===== config.mk =====
export PLATFORM = sky130hd
export DESIGN_NAME = serial_maj_subtractor
export DESIGN_NICKNAME = d
export VERILOG_FILES = /design/src/rtl/maj_sub_pkg.sv /design/src/rtl/maj3.sv /design/src/rtl/serial_maj_subtractor.sv
export SDC_FILE = /design/constraint.sdc
export NUM_CORES = 1
export LEC_CHECK = 0
export ABC_AREA = 1
export ABC_CLOCK_PERIOD_IN_PS = 1280
export CORE_MARGIN = 1.5
export CORE_UTILIZATION = 51
export CTS_CLUSTER_SIZE = 16
export DETAILED_ROUTE_END_ITERATION = 10
export GPL_TIMING_DRIVEN = 0
export HOLD_SLACK_MARGIN = 0.05
export PLACE_DENSITY = 0.78
export SYNTH_ARGS = -nofsm -noshare
export SYNTH_HDL_FRONTEND = slang
export SYNTH_SLANG_ARGS = --single-unit

===== constraint.sdc =====
create_clock -name clk -period 1.28 [get_ports clk]
set_input_delay 0.256 -clock clk [delete_from_list [all_inputs] [get_ports clk]]
set_output_delay 0.256 -clock clk [all_outputs]
set_load 0.005 [all_outputs]

===== src/rtl/maj_sub_pkg.sv =====
// Shared types and constants for the bit-serial majority-gate subtractor.
package maj_sub_pkg;

   localparam int DEFAULT_WIDTH = 8;

   typedef enum logic [1:0] {
      IDLE  = 2'd0,
      SHIFT = 2'd1,
      DONE  = 2'd2
   } state_t;

   function automatic logic maj(input logic x, input logic y, input logic z);
      return (x & y) | (x & z) | (y & z);
   endfunction

endpackage


===== src/rtl/maj3.sv =====
// Three-input, one-bit majority gate.
module maj3 (
   input  logic x,
   input  logic y,
   input  logic z,
   output logic m
);

   assign m = (x & y) | (x & z) | (y & z);

endmodule


===== src/rtl/serial_maj_subtractor.sv =====
// Bit-serial a - b built from majority gates only, one bit per clock, LSB first.
// Optional signed overflow output enabled by defining SERIAL_MAJ_SUB_OVERFLOW_EN.
module serial_maj_subtractor
   import maj_sub_pkg::*;
#(
   parameter int WIDTH = DEFAULT_WIDTH
) (
   input  logic             clk,
   input  logic             rst_n,
   input  logic             start,
   input  logic [WIDTH-1:0] a,
   input  logic [WIDTH-1:0] b,
   output logic             busy,
   output logic             done,
   output logic [WIDTH-1:0] diff,
   output logic             borrow_out
`ifdef SERIAL_MAJ_SUB_OVERFLOW_EN
   ,
   output logic             overflow
`endif
);

   localparam int CW = (WIDTH > 1) ? $clog2(WIDTH) : 1;
   localparam logic [CW-1:0] LAST = CW'(WIDTH - 1);

   state_t           state;
   logic [WIDTH-1:0] a_sh;
   logic [WIDTH-1:0] b_sh;
   logic             carry;
   logic [CW-1:0]    cnt;

   logic x, y, c;
   logic m_xyc, m_xy_nc, sum_bit;

   // Subtraction as a + ~b + 1: operand b is inverted bit by bit, carry starts at 1.
   assign x = a_sh[0];
   assign y = ~b_sh[0];
   assign c = carry;

   maj3 u_carry (.x(x),       .y(y), .z(c),       .m(m_xyc));
   maj3 u_alt   (.x(x),       .y(y), .z(~c),      .m(m_xy_nc));
   maj3 u_sum   (.x(~m_xyc),  .y(c), .z(m_xy_nc), .m(sum_bit));

   always_ff @(posedge clk or negedge rst_n) begin
      if (!rst_n) begin
         state      <= IDLE;
         a_sh       <= '0;
         b_sh       <= '0;
         carry      <= 1'b0;
         cnt        <= '0;
         diff       <= '0;
         borrow_out <= 1'b0;
         busy       <= 1'b0;
         done       <= 1'b0;
`ifdef SERIAL_MAJ_SUB_OVERFLOW_EN
         overflow   <= 1'b0;
`endif
      end else begin
         done <= 1'b0;
         case (state)
            IDLE: begin
               if (start) begin
                  a_sh  <= a;
                  b_sh  <= b;
                  carry <= 1'b1;
                  cnt   <= '0;
                  diff  <= '0;
                  busy  <= 1'b1;
                  state <= SHIFT;
               end
            end
            SHIFT: begin
               diff  <= {sum_bit, diff[WIDTH-1:1]};
               carry <= m_xyc;
               a_sh  <= a_sh >> 1;
               b_sh  <= b_sh >> 1;
               cnt   <= cnt + CW'(1);
               if (cnt == LAST) begin
                  borrow_out <= ~m_xyc;
`ifdef SERIAL_MAJ_SUB_OVERFLOW_EN
                  // Carry into the MSB is the held carry; carry out is this step's majority.
                  overflow   <= c ^ m_xyc;
`endif
                  state      <= DONE;
               end
            end
            DONE: begin
               done  <= 1'b1;
               busy  <= 1'b0;
               state <= IDLE;
            end
            default: begin
               busy  <= 1'b0;
               state <= IDLE;
            end
         endcase
      end
   end

endmodule


==> flow_summary.yaml <==
status:
  outcome: "finished clean"
sta:
  period_minus_slack_ns: 1.25
  fin_ws_ns: 0.0315
  relSlewSlack: 0.523
  tns_ns: 0
  max_clock_freq_mhz: 801
  slew_violations: 0
  finalCritPeriodShare: 0.975
  worst_pin_slew_ns: 0.716
  fin_skew_ns: 0.00817
  hold_viol_final: 0
  finalSetupViolCount: 0
layout:
  area_growth_pct: 28.6
  antennaDiodeCount: 0
  drive_gt1_frac: 0.136
  final_cells: 287
  fin_area_mm2: 0.00206
  fillers: 255
  final_nets: 264
synth:
  syn_area_mm2: 0.00160
  ys_top_cells_by_area: "dfrtp_1 (52%), nand3_1 (16%), nand2_1 (11%), inv_1 (7.0%), o21ai_0 (2.5%)"
  synthesis.nets: 218
  yosys_warnings: 0
  synth_most_common_cell: "nand3_1"
  ys_ff_latch: 33
  syn_avg_cell_area_um2: 8.18
  ys_seq_area_frac: 0.515
  ys_async_sr_fraction: 1.00
  synth_top_area_share: 0.515
  synth.distinct_cells: 16
  synth_common_cells: "nand3_1 (50), nand2_1 (48), dfrtp_1 (33)"
  syn_inst: 196
  synth-main-ff-cell: "dfrtp_1"
  synth_edf_count: 0
  synth_top_cell_by_area: "dfrtp_1"
clocking:
  cts_root_buffer: "clkbuf_4"
  cts_made_buffers: 5
  clock-sinks: 33
  clk_pin_slew_ns: 0.10
  cts_buffer_depth: 2
  cts_tree: "yes"
  insertion_delay_ns: 0.34
  ctsHtreeMaxLevel: 2
hold_path:
  hp-class: "reg2reg"
placed_design:
  dp.cells: 269
  post-place-ws_ns: -0.136
  dp_hpwl_um: 2280
  io_buffers: 29
  place_congestion: 0.809
  placed_area_mm2: 0.00194
worst_setup_path:
  cp_data_arrival_time_ns: 0.99
  path_max_fanout: 2
  path_cells: "dlygate4sd2_1"
  cp-end-kind: "output pin"
  critPathRequiredTime_ns: 1.02
  start_kind: "flop"
  cpPeakStageDelay_ns: 0.39
  crit_path_top_delay_cell: "dfrtp_1"
  critical-path-top-delay-family: "flip-flops"
  worst-setup-path-type: "reg2out"
  critPathBufInv: 1
run:
  maxCapViolCount: 0
drt:
  drc: 0
  first_pass_iters: 5
  viasPerCell: 4.90
  routedWlPerCell_um: 12.3
  antenna_left: 0
  wirelength_um: 3520
  first_iter_violations: 59
  vias: 1406
pwr:
  swShare: 0.402
  peakVddDrop_mv: 1.11
  p_comb_frac: 0.491
  leakagePower_uw: 0.00113
  power.switching_uw: 1810
  intPower_uw: 2700
  p_clk_frac: 0.123
  powerDensity_mw_per_mm2: 2190
  seqPwrFrac: 0.387
global_route:
  grt_pass1_vias: 1290
  track_usage: 0.223
  grt_overflow: 0
  antenna_found_initial: 0
  grt_pass1_wl_um: 5710
  grt_max_degree: 34
die:
  core_area_mm2: 0.00303
  io_pins: 30
  initial_core_util: 0.529
  die-area_mm2: 0.00349
  die_x_um: 59.1
  dieHeight_um: 59.1
  num_rows: 20
[layer usage]
layer,global-route usage,part of all wire
met1,0.282,0.45
met2,0.362,0.49
met3,0.0415,0.034
met4,0.117,0.020
met5,0,0
[cells in the final DEF (no fill, tap or decap), drive strengths merged, types with 2 or more instances in the layout]
master / netlist / routed
buf: 11 / 21
nand3: 50 / 50
o21ai: 8 / 8
clkdlybuf4s15: 0 / 3
dfrtp: 33 / 33
ha: 2 / 2
clkdlybuf4s50: 0 / 17
nor2: 5 / 5
clkbuf: 0 / 6
nand2: 51 / 51
clkinv: 0 / 2
inv: 32 / 32
dlygate4sd2: 0 / 8
nand4: 2 / 2
[stage by stage]
stage / utilization / total power [µW] / hold WS [ns]
after floorplan: - / 3130 / -0.0396
after global placement: 0.643 / 3800 / 0.466
after detailed placement: 0.642 / 3860 / 0.347
after CTS: 0.677 / 4480 / 0.484
after global routing: 0.681 / 4910 / 0.513
final: 0.681 / 4510 / 0.480
[final timing paths]
kind	slack (ns)	start	endpoint	cells after the start
max reg2reg	0.07	state[1]	a_sh[6]	5
max in group asynchronous	0.30	rst_n	a_sh[4]	2
max	0.03	diff[0]	diff[0]	1
min in group asynchronous	0.52	rst_n	diff[2]	2
min reg2reg	0.48	cnt[0]	cnt[0]	1
min	0.48	cnt[0]	cnt[0]	1
[cell families (layout without fill, tap and decap cells)]
group	after synthesis	in the layout	synth area share
adders and majority gates	3	3	0.0281
AOI/OAI and AO/OA	9	9	0.0281
buffers and inverters	43	90	0.119
and+or+nand+nor	108	108	0.309
DFF	33	33	0.515
[flip-flops by register name, summed over array words and instances (netlist names)]
name and count:
diff 8, b_sh 8, cnt 3, a_sh 8, busy 1, done 1, state 2, c 1
borrow_out 1
[layout make-up]
cell class                      count  area, µm²  area share
Timing Repair Buffer               39        353       0.171
Buffer                             11       68.8      0.0334
Sequential cell                    33        826       0.400
Tap cell                           44       55.1      0.0267
Clock inverter                      2       10.0     0.00485
Inverter                           32        123      0.0595
Clock buffer                        6       41.3      0.0200
Multi-Input combinational cell    120        586       0.284
[timing repair]
| item | CTS | global route |
|---|---|---|
| setup endpoints to repair | 11 | 4 |
| gates resized for setup | 11 | 3 |
| buffers inserted | 8 | 1 |
| hold buffers | 1 | 0 |
| hold endpoints to repair | 33 | 0 |
[power groups by stage]
stage	Clock [µW]	Combinational, µW	Sequential [µW]
after floorplan	0	1390	1750
after global routing	608	2510	1790
after global placement	0	2030	1770
after CTS	569	2180	1730
final	553	2210	1750
after detailed placement	0	2080	1780
Power figures use the tool's default switching activity.
